--- config.mk ---
export PLATFORM = sky130hd
export DESIGN_NAME = bit_serializer
export DESIGN_NICKNAME = d
export VERILOG_FILES = /design/src/rtl/serializer_pkg.sv /design/src/rtl/ser_shift_reg.sv /design/src/rtl/bit_serializer.sv
export SDC_FILE = /design/constraint.sdc
export NUM_CORES = 1
export LEC_CHECK = 0
export ABC_CLOCK_PERIOD_IN_PS = 1800
export CORE_AREA = 3 3 40 42
export CTS_BUF_LIST = sky130_fd_sc_hd__clkbuf_8
export CTS_CLUSTER_DIAMETER = 150
export CTS_CLUSTER_SIZE = 12
export DETAILED_ROUTE_END_ITERATION = 16
export DIE_AREA = 0 0 43 45
export PLACE_DENSITY = 0.76
export SKIP_CTS_REPAIR_TIMING = 1
export SYNTH_ARGS = -nofsm -noshare
export SYNTH_HDL_FRONTEND = slang
export SYNTH_SLANG_ARGS = --single-unit
--- constraint.sdc ---
create_clock -name clk -period 1.8 [get_ports clk]
set_clock_uncertainty 0.2 [all_clocks]
set_input_delay 0.36 -clock clk [delete_from_list [all_inputs] [get_ports clk]]
set_output_delay 0.36 -clock clk [all_outputs]
set_load 0.005 [all_outputs]
--- src/rtl/serializer_pkg.sv ---
// Shared types and helpers for the bit serializer.
// Optional parity support is compiled in with SERIALIZER_PARITY_EN.
package serializer_pkg;

`ifdef SERIALIZER_PARITY_EN
    typedef enum logic [1:0] {
        ST_IDLE   = 2'b00,
        ST_SHIFT  = 2'b01,
        ST_PARITY = 2'b10
    } ser_state_t;
`else
    typedef enum logic [1:0] {
        ST_IDLE  = 2'b00,
        ST_SHIFT = 2'b01
    } ser_state_t;
`endif

    // Bits needed to hold a bit index 0..width-1 (at least one bit).
    function automatic int cnt_width(input int width);
        return (width <= 2) ? 1 : $clog2(width);
    endfunction

endpackage

--- src/rtl/ser_shift_reg.sv ---
// Loadable WIDTH-bit shift register with fixed direction.
// Ports: clk, rst (sync, active-high), load/shift controls, din word;
//   first_bit = bit of din that goes out first,
//   next_bit  = bit presented after the next shift.
module ser_shift_reg #(
    parameter int WIDTH     = 8,
    parameter bit MSB_FIRST = 1'b1
) (
    input  logic             clk,
    input  logic             rst,
    input  logic             load,
    input  logic             shift,
    input  logic [WIDTH-1:0] din,
    output logic             first_bit,
    output logic             next_bit
);

    logic [WIDTH-1:0] sr;

    always_ff @(posedge clk) begin
        if (rst) begin
            sr <= '0;
        end else if (load) begin
            sr <= din;
        end else if (shift) begin
            if (MSB_FIRST)
                sr <= {sr[WIDTH-2:0], 1'b0};
            else
                sr <= {1'b0, sr[WIDTH-1:1]};
        end
    end

    // The head bit is already on the output register, so the
    // serializer always needs the bit one position behind it.
    assign first_bit = MSB_FIRST ? din[WIDTH-1] : din[0];
    assign next_bit  = MSB_FIRST ? sr[WIDTH-2]  : sr[1];

endmodule

--- src/rtl/bit_serializer.sv ---
// Parallel-to-serial front end: valid/ready word in, one bit per clock out.
// Ports: clk, rst (sync, active-high), s_data/s_valid/s_ready handshake,
//   bit_out/bit_valid serial stream, word_done last-bit pulse, busy.
// Define SERIALIZER_PARITY_EN to append an even parity bit per word.
module bit_serializer
    import serializer_pkg::*;
#(
    parameter int WIDTH     = 8,
    parameter bit MSB_FIRST = 1'b1
) (
    input  logic             clk,
    input  logic             rst,
    input  logic [WIDTH-1:0] s_data,
    input  logic             s_valid,
    output logic             s_ready,
    output logic             bit_out,
    output logic             bit_valid,
    output logic             word_done,
    output logic             busy
);

    localparam int CW = cnt_width(WIDTH);
    localparam logic [CW-1:0] CNT_LAST = CW'(WIDTH - 1);

    ser_state_t      state;
    ser_state_t      state_n;
    logic [CW-1:0]   cnt;
    logic [CW-1:0]   cnt_n;
    logic            bit_q;
    logic            bit_n;
    logic            accept;
    logic            sr_shift;
    logic            first_bit;
    logic            next_bit;
    logic            last_payload;
    logic            word_last;

`ifdef SERIALIZER_PARITY_EN
    logic            par_q;
    logic            par_n;
`endif

    ser_shift_reg #(
        .WIDTH     (WIDTH),
        .MSB_FIRST (MSB_FIRST)
    ) u_sr (
        .clk       (clk),
        .rst       (rst),
        .load      (accept),
        .shift     (sr_shift),
        .din       (s_data),
        .first_bit (first_bit),
        .next_bit  (next_bit)
    );

    assign last_payload = (state == ST_SHIFT) && (cnt == '0);

    // The final bit of a word is on the line this cycle; a new word
    // may be accepted now so the next one follows with no gap.
`ifdef SERIALIZER_PARITY_EN
    assign word_last = (state == ST_PARITY);
`else
    assign word_last = last_payload;
`endif

    assign s_ready   = !rst && ((state == ST_IDLE) || word_last);
    assign accept    = s_valid && s_ready;
    assign word_done = word_last;
    assign bit_out   = bit_q;
    assign bit_valid = (state != ST_IDLE);
    assign busy      = (state != ST_IDLE);

    always_comb begin
        state_n  = state;
        cnt_n    = cnt;
        bit_n    = 1'b0;
        sr_shift = 1'b0;
`ifdef SERIALIZER_PARITY_EN
        par_n    = par_q;
`endif
        unique case (state)
            ST_IDLE: begin
                state_n = ST_IDLE;
            end
            ST_SHIFT: begin
                if (cnt != '0) begin
                    cnt_n    = cnt - 1'b1;
                    bit_n    = next_bit;
                    sr_shift = 1'b1;
                end else begin
`ifdef SERIALIZER_PARITY_EN
                    state_n = ST_PARITY;
                    bit_n   = par_q;
`else
                    state_n = ST_IDLE;
`endif
                end
            end
`ifdef SERIALIZER_PARITY_EN
            ST_PARITY: begin
                state_n = ST_IDLE;
            end
`endif
            default: begin
                state_n = ST_IDLE;
            end
        endcase

        // A new word overrides the end-of-word decision above.
        if (accept) begin
            state_n = ST_SHIFT;
            cnt_n   = CNT_LAST;
            bit_n   = first_bit;
`ifdef SERIALIZER_PARITY_EN
            par_n   = ^s_data;
`endif
        end
    end

    always_ff @(posedge clk) begin
        if (rst) begin
            state <= ST_IDLE;
            cnt   <= '0;
            bit_q <= 1'b0;
`ifdef SERIALIZER_PARITY_EN
            par_q <= 1'b0;
`endif
        end else begin
            state <= state_n;
            cnt   <= cnt_n;
            bit_q <= bit_n;
`ifdef SERIALIZER_PARITY_EN
            par_q <= par_n;
`endif
        end
    end

endmodule

* Yosys cells after proc, flatten, opt, wreduce, memory -nomap -nowiden
Cells that the tools add are included.
Cells by class: reductions and logical operators 12, add/sub/neg operators 1, mux-type cells 13, bitwise gates (word level) 0, equal/unequal tests 1, shift operators 0, div/mod/pow operators 0, $mul 0, magnitude comparators 0
Operator list (number):
- $mux 7 | 2
- $mux 3 | 3
- $mux 1 | 8
- $reduce_bool 2->1 | 3
- $logic_and 1x1->1 | 3
- $logic_not 3->1 | 1
- $ne 3x3->1 const B | 1
- $reduce_bool 3->1 | 1
- $sub 3x1->3 const B | 1
- $logic_not 2->1 | 1
- $reduce_and 2->1 | 1
- $logic_not 1->1 | 1
- $logic_or 1x1->1 | 1
Storage, ports and cells: output and inout bits 5, memories 0, memory bits (writable) 0, bits in latches 0, ROM bits 0, input port bits 11, register bits after elaboration 12, word-level logic and storage cells 31

* Logic depth before layout (Yosys ltp)
Gate-level depths: netlist of the first run.
word-level depth 7, gate-level depth with buffers 6, depth with buffers taken out 5

* Cells and area by module
From an unflattened synthesis of the first run, not the netlist that was laid out.
Second synthesis, totals: cell total of the unflattened synthesis 63, area total of the unflattened synthesis 615.6 um2
By module, submodules not included:
- ser_shift_reg | instances 1, cells an instance 31, area each 322.8 um2
- bit_serializer | instances 1, cells an instance 32, area each 292.8 um2

* Least setup slack after synthesis of the first run
Ideal clock, no wire load.
path type reg-to-output, start point register cnt[0], end point output s_ready, setup slack 213 ps, arrival 1027 ps, cell stages (with the launch flop) 7, cells stage by stage dfxtp_1 > inv_1 > ha_1 > nand2b_4 > and2_4 > buf_6 > nor2_1
On the way: cells in the longest elaborated chain, start to end 4
RTL lines:
- start, declared | RTL line bit_serializer.sv:27 | logic [CW-1:0] cnt;
- start signal, assigned | RTL line bit_serializer.sv:130 | cnt <= cnt_n;
- $logic_not 3->1 | RTL line bit_serializer.sv:56 | assign last_payload = (state == ST_SHIFT) && (cnt == '0);
- $logic_and 1x1->1 | RTL line bit_serializer.sv:56
- $logic_or 1x1->1 | RTL line bit_serializer.sv:66 | assign s_ready = !rst && ((state == ST_IDLE) || word_last);
- $logic_and 1x1->1 | RTL line bit_serializer.sv:66
- end, declared | RTL line bit_serializer.sv:15 | output logic s_ready,
Every way passes these cells.

* Worst setup path after layout of the first run
start point register state[0], end point output busy
RTL lines:
- start, declared | RTL line bit_serializer.sv:25 | ser_state_t state;
- start signal, assigned | RTL line bit_serializer.sv:129 | state <= state_n;
- end, declared | RTL line bit_serializer.sv:19 | output logic busy
No word-level cell between the ends.

==> metrics.md, run 1 <==
| Metric | Value |
|---|---|
| Initial antenna violation count | `0` |
| Synthesized area | `613 um^2` |
| VDD IR-drop max | `0.681 mV` |
| Initial Utilization | `between 40% and 50%` |
| Drt wl/cell | `between 10 and 15 um` |
| Largest cells by area after synthesis | `dfxtp_1 (39%), a221oi_1 (8.6%), a211oi_1 (7.3%)` |
| Multiplexer area fraction after synthesis | `1.63%` |
| Worst-case clock buffer depth | `2` |
| Fill cells | `93` |
| DR vias | `580` |
| Mean area per synthesized cell | `between 8 and 9 um^2` |
| Final WL | `1490 um` |
| Clock Power Share | `approximately 36%` |
| Switching fraction of total power | `25.1%` |
| Drt via density | `5.27` |
| Placer Congestion | `around 0.76` |
| Chip height | `45 um` |
| Total core area | `between 0.001 and 0.0015 mm^2` |
| Clk slew on worst S/H paths | `0.05 ns` |
| Total gr overflow | `0` |
| Hold endpoint | `u_sr.sr[5]` |
| LEAKAGE | `0.414 nW` |
| Root buf cell | `clkbuf_8` |
| Final period util | `96.8%` |
| Fin. max-slew vios | `0` |
| RR Startpoint | `cnt[0]` |
| Placed Cells incl. Taps | `105` |
| Hold WS | `~0.25 ns` |
| Final ANT Viol Nets | `0` |
| WS Path Type | `reg2out` |
| P per Cell Area | `just under 900 mW/mm^2` |
| YS warnings | `0` |
| Final min period | `1.74 ns` |
| Required @ worst endpoint | `1.24 ns` |
| Dpl hpwl | `about 1000 um` |
| Hold Path Class | `reg2reg` |
| H-tree levels | `1` |
| Commonest cells in the netlist | `dfxtp_1 (12), inv_1 (10), a211oi_1 (6), a221oi_1 (6), nor2b_1 (6)` |
| Vias in the first global route | `about 540` |
| Dominant cell type by area after synthesis | `dfxtp_1` |
| Register area share after synthesis | `39.2%` |
| Pint | `607 uW` |
| Reg area | `around 240 um^2` |
| Worst EP arrival | `1.18 ns` |
| Simple-gate share of the synthesized area | `16.1%` |
| Layout cells sized above 1 | `~27%` |
| Syn nets | `82` |
| Combinational family with the most area after synthesis | `compound AO/OA/AOI/OAI gates` |
| Largest net degree at the start of global routing | `18` |
| CP max FO | `4` |
| Final core occ | `72.2%` |
| Synth Area in Adders | `4.08%` |
| CTS tree | `built` |
| Reg2reg path depth | `7` |
| Hold Crit Start | `u_sr.sr[4]` |
| Synth top area share | `39.2%` |
| Total GRT Usage | `between 10% and 20%` |
| Number of flops mapped to enable cells by yosys | `0` |
| Yosys reg bits | `12` |
| Total net switching power | `about 200 uW` |
| Full die area | `0.00194 mm^2` |
| Main synth FF type | `dfxtp_1` |
| CP Launch Type | `flop` |
| Cell with the most instances after synthesis | `dfxtp_1` |
| Clock latency on the worst-skew pair | `0.24 ns` |
| TritonRoute pass-1 iters | `5` |
| Syn Inst Count | `69` |
| Number of DRC markers in iteration 0 | `16` |
| P&R area growth vs syn | `51.2%` |
| Final Non-Filler Cells | `110` |
| Boundary Pins | `16` |
| Synth unique cells | `23` |
| First-pass GRT wire length | `approximately 2300 um` |
| Synth Area in Compound Gates | `roughly 26%` |
| Ys async rst share | `0%` |
| # setup viols final | `0` |
| Status | `finished clean` |
| Final-report hold violation count | `0` |
| R2R setup slack | `0.21 ns` |
| Seq pwr share | `37.8%` |
| Multi-input combinational cell area | `308 um^2` |
| Hold Crit Depth | `2` |
| Max_cap viols | `0` |
| Worst setup EP type | `output pin` |
| XOR/XNOR Fraction of Synth Area | `0%` |
| CTS buffer count | `3` |
| Tightest Pin Transition | `roughly 0.30 ns` |
| Sink Count | `12` |
| RSZ-0062 raised after global routing | `false` |
| Fin nets | `109` |
| Antenna Cells | `0` |
| Relative slew slack | `80.0%` |
| Remaining DRCs | `0` |
| Fmax | `~0.57 GHz` |
| Comb pwr share | `between 20% and 30%` |
| Row count | `13` |
| Port-buffer cells | `15` |
| DIE WIDTH | `around 43 um` |
| Terminus of the critical flop-to-flop path | `u_sr.sr[2]` |
[power groups by stage]
stage          combinational [mW]  clock, mW  sequential [mW]
5_1_grt                     0.232      0.310            0.310
3_3_place_gp                0.195          0            0.309
4_1_cts                     0.202      0.298            0.305
2_1_floorplan               0.109          0            0.309
6_report                    0.212      0.293            0.306
3_5_place_dp                0.200          0            0.310
[placed cells by master (no fill, tap or decap), types with 2 or more instances in the layout]
cell type,instances
clkdlybuf4s50_1,12
dfxtp_1,11
buf_4,11
inv_1,8
nor2b_1,6
a221oi_1,6
a211oi_1,6
a21oi_1,4
clkbuf_8,4
nor2_1,3
inv_2,2
nand3_1,2
nor3_1,2
dlymetal6s2s_1,2
[metal layers]
| metal | share of wire (%) | wire length (um) | vias to the layer above | global-route usage, % |
|---|---|---|---|---|
| li1 | - | - | 292 | - |
| met1 | 43 | 644 | 272 | 18.4 |
| met2 | 51 | 757 | 14 | 29.0 |
| met3 | 5.0 | 74 | 2 | 5.18 |
| met4 | 0.87 | 13 | 0 | 5.42 |
| met5 | 0 | 0 | - | 0 |
[worst max path at each step]
| stage | slack, ns | from | end |
|---|---|---|---|
| detailed placement | -0.15 | rst | s_ready |
| global placement | -0.16 | rst | s_ready |
| global route | 0.002 | cnt[0] | s_ready |
| CTS | -0.41 | cnt[0] | s_ready |
| floorplan | 0.21 | cnt[0] | s_ready |
| finish | 0.06 | state[0] | busy |
[area by class of cell]
cell class              instances  share of cell area, %
inverters                      10                   4.05
well taps                      15                   2.02
clock buffers                   4                   5.94
repair buffers                 28                   28.5
flip-flops and latches         12                   26.3
multi-input cells              41                   33.2
[per-stage QoR]
step	cell area, um^2	total power, mW	setup TNS (ns)	setup slack (ns)
floorplan	613	0.418	0	0.213
global placement	842	0.504	-0.252	-0.155
detailed placement	842	0.510	-0.272	-0.151
CTS	897	0.806	-0.991	-0.415
global route	927	0.852	0	0.00229
finish	927	0.811	0	0.0581
[logic make-up (layout without fill, tap and decap cells)]
| group | after synthesis | count (layout) |
|---|---|---|
| adders and majority gates | 2 | 2 |
| DFF | 12 | 12 |
| and+or+nand+nor | 17 | 17 |
| muxes | 1 | 1 |
| buffers and inverters | 16 | 42 |
| AOI/OAI and AO/OA | 21 | 21 |
[worst max-delay path: stages, from the launching register on]
cell and delay, ns:
dfxtp_4 0.37, buf_6 0.09, clkdlybuf4s50_1 0.48
[sequential cells by signal, summed over array words and instances, names as in the netlist]
name and flops:
bit_out 1, state 1, cnt 3, u_sr.sr 7
(Power assumes the default switching activity.)
==> run 2, diff against run 1 <==
Settings changed: CTS_BUF_LIST sky130_fd_sc_hd__clkbuf_8 to sky130_fd_sc_hd__clkbuf_4.
==> run 2 against run 1 <==
Against the previous run:
- flip-flop and latch count unchanged
- clock power down 41%
- critical path depth up 4
- sequential power about the same
- cell area down 2.7%
- critical path type unchanged
- largest power group unchanged
- global-route usage down 0.92 points
==> metrics.md, run 2 (synthesized netlist as in run 1, its figures left out) <==
| Metric | Value |
|---|---|
| Status | `finished clean (unchanged)` |
| Stages on the worst setup path | `6 (was 2)` |
| Hold Path Class | `reg2reg (unchanged)` |
| H-tree levels | `1 (unchanged)` |
| VDD IR-drop max | `0.430 mV (was 0.681 mV)` |
| DP Area | `842 um^2 (unchanged)` |
| Switching fraction of total power | `28.3% (was 25.1%)` |
| CP Launch Type | `flop (unchanged)` |
| Clk slew on worst S/H paths | `0.08 ns (was 0.05 ns)` |
| Total core area | `0.00128 mm^2 (unchanged)` |
| Worst-case clock buffer depth | `2 (unchanged)` |
| Multi-input combinational cell area | `315 um^2 (was 308 um^2)` |
| Hold endpoint | `u_sr.sr[5] (unchanged)` |
| CP max FO | `3 (was 4)` |
| Final ANT Viol Nets | `0 (unchanged)` |
| Placer Congestion | `0.762 (unchanged)` |
| Final-report hold violation count | `0 (unchanged)` |
| Fin nets | `109 (unchanged)` |
| Total gr overflow | `0 (unchanged)` |
| CTS tree | `built (unchanged)` |
| R2R setup slack | `0.20 ns (was 0.21 ns)` |
| Fin. max-slew vios | `0 (unchanged)` |
| Critical Path Max Stage Delay | `0.35 ns (was 0.48 ns)` |
| Number of DRC markers in iteration 0 | `13 (was 16)` |
| Hold Crit Depth | `2 (unchanged)` |
| Crit path from | `cnt[0] (was state[0])` |
| DIE WIDTH | `43 um (unchanged)` |
| Worst EP arrival | `1.20 ns (was 1.18 ns)` |
| CTS buffer count | `3 (unchanged)` |
| Final instance area | `902 um^2 (was 927 um^2)` |
| Port-buffer cells | `15 (unchanged)` |
| TritonRoute pass-1 iters | `4 (was 5)` |
| RR Startpoint | `cnt[1] (was cnt[0])` |
| Sink Count | `12 (unchanged)` |
| Reg area | `245 um^2 (was 244 um^2)` |
| P per Cell Area | `764 mW/mm^2 (was 875 mW/mm^2)` |
| WP buf/inv | `2 (unchanged)` |
| Initial Utilization | `47.7% (unchanged)` |
| Clock latency on the worst-skew pair | `0.28 ns (was 0.24 ns)` |
| Final WL | `1430 um (was 1490 um)` |
| Commonest non-fill, non-tap cells in the layout | `clkdlybuf4s50_1 (11), buf_4 (11), dfxtp_1 (10) (was clkdlybuf4s50_1 (12), dfxtp_1 (11), buf_4 (11))` |
| Max reg flops | `7 (unchanged)` |
| Boundary Pins | `16 (unchanged)` |
| Final min period | `1.76 ns (was 1.74 ns)` |
| Final core occ | `70.2% (was 72.2%)` |
| Chip height | `45 um (unchanged)` |
| Required @ worst endpoint | `1.24 ns (about the same)` |
| CP max stage cell | `dfxtp_1 (was clkdlybuf4s50_1)` |
| Row count | `13 (unchanged)` |
| Hold Crit Start | `u_sr.sr[4] (unchanged)` |
| Initial antenna violation count | `0 (unchanged)` |
| Vias in the first global route | `492 (was 535)` |
| Met3 WL post-DR | `88 um (was 74 um)` |
| # setup viols final | `0 (unchanged)` |
| Worst setup EP type | `output pin (unchanged)` |
| Antenna Cells | `0 (unchanged)` |
| DR top layer | `met4 (unchanged)` |
| Max_cap viols | `0 (unchanged)` |
| Layout cells sized above 1 | `29.5% (was 27.4%)` |
| Clock Power Share | `25.0% (was 36.2%)` |
| Top reg by flops | `u_sr.sr (unchanged)` |
| Reg2reg path depth | `7 (unchanged)` |
| Wire length on met2 | `696 um (was 757 um)` |
| Remaining DRCs | `0 (unchanged)` |
| Total GRT Usage | `15.4% (was 16.3%)` |
| Total net switching power | `195 uW (was 204 uW)` |
| Seq pwr share | `44.1% (was 37.8%)` |
| Root buf cell | `clkbuf_4 (was clkbuf_8)` |
| P&R area growth vs syn | `47.1% (was 51.2%)` |
| CP delay by family, top | `flip-flops (was buffers and inverters)` |
| Met1 wire length | `624 um (was 644 um)` |
| Fill cells | `97 (was 93)` |
| Relative slew slack | `79.4% (was 80.0%)` |
| Full die area | `0.00194 mm^2 (unchanged)` |
| Top Registers | `u_sr.sr x7, cnt x3 (unchanged)` |
| Terminus of the critical flop-to-flop path | `u_sr.sr[2] (unchanged)` |
| Final period util | `97.6% (was 96.8%)` |
| Tightest Pin Transition | `0.308 ns (was 0.299 ns)` |
| First-pass GRT wire length | `2220 um (was 2330 um)` |
| Overall power | `689 uW (was 811 uW)` |
| Comb pwr share | `30.9% (was 26.1%)` |
| DR vias | `596 (was 580)` |
| Fmax | `0.569 GHz (was 0.574 GHz)` |
| Worst-path cell chain | `inv_2 > ha_4 > nand2b_4 > and2_4 > nor2_4 > clkbuf_2 (was buf_6 > clkdlybuf4s50_1)` |
| LEAKAGE | `0.399 nW (was 0.414 nW)` |
| Largest net degree at the start of global routing | `18 (unchanged)` |
| Dpl hpwl | `1010 um (unchanged)` |
| Drt via density | `5.42 (was 5.27)` |
| WS Path Type | `reg2out (unchanged)` |
| Drt wl/cell | `13.0 um (was 13.5 um)` |
| Pint | `494 uW (was 607 uW)` |
==> run 2: per-layer routing <==
| layer | track usage (%) | vias to the layer above |
|---|---|---|
| li1 | - | 295 |
| met1 | 20.6 | 279 |
| met2 | 24.0 | 18 |
| met3 | 2.79 | 4 |
| met4 | 7.23 | 0 |
| met5 | 0 | - |
==> run 2: worst max path at each step <==
stage	to	slack (ns)
after global routing	s_ready	-0.02
after floorplan	s_ready	0.21
after global placement	s_ready	-0.16
final	s_ready	0.04
after detailed placement	s_ready	-0.15
after CTS	s_ready	-0.45
==> run 2: final cells by class <==
cell class              count  share of cell area (%)
flip-flops and latches     12                    27.2
well taps                  15                    2.08
multi-input cells          41                    35.0
clock inverters             1                   0.416
clock buffers               3                    2.50
inverters                  10                    4.16
repair buffers             28                    28.7
==> run 2: through the flow <==
stage               setup WS (ns)  hold WS [ns]  instances  TNS [ns]
finish                     0.0435         0.250        110         0
global route              -0.0152         0.278        110   -0.0225
CTS                        -0.454         0.252        109     -1.17
detailed placement         -0.151         0.240        105    -0.272
global placement           -0.155         0.236        105    -0.252
floorplan                   0.213         0.229         69         0
==> run 2: power groups by stage <==
| stage | logic [mW] | clock network (mW) | registers, mW |
|---|---|---|---|
| after floorplan | 0.109 | 0 | 0.309 |
| after global placement | 0.195 | 0 | 0.309 |
| after detailed placement | 0.200 | 0 | 0.310 |
| after CTS | 0.201 | 0.176 | 0.304 |
| after global routing | 0.234 | 0.185 | 0.308 |
| final | 0.213 | 0.172 | 0.304 |
==> run 2: tightest hold or removal path, cell delays in order, from the launching register on <==
cell	delay, ns
dfxtp_1	0.31
inv_1	0.04
a211oi_1	0.05
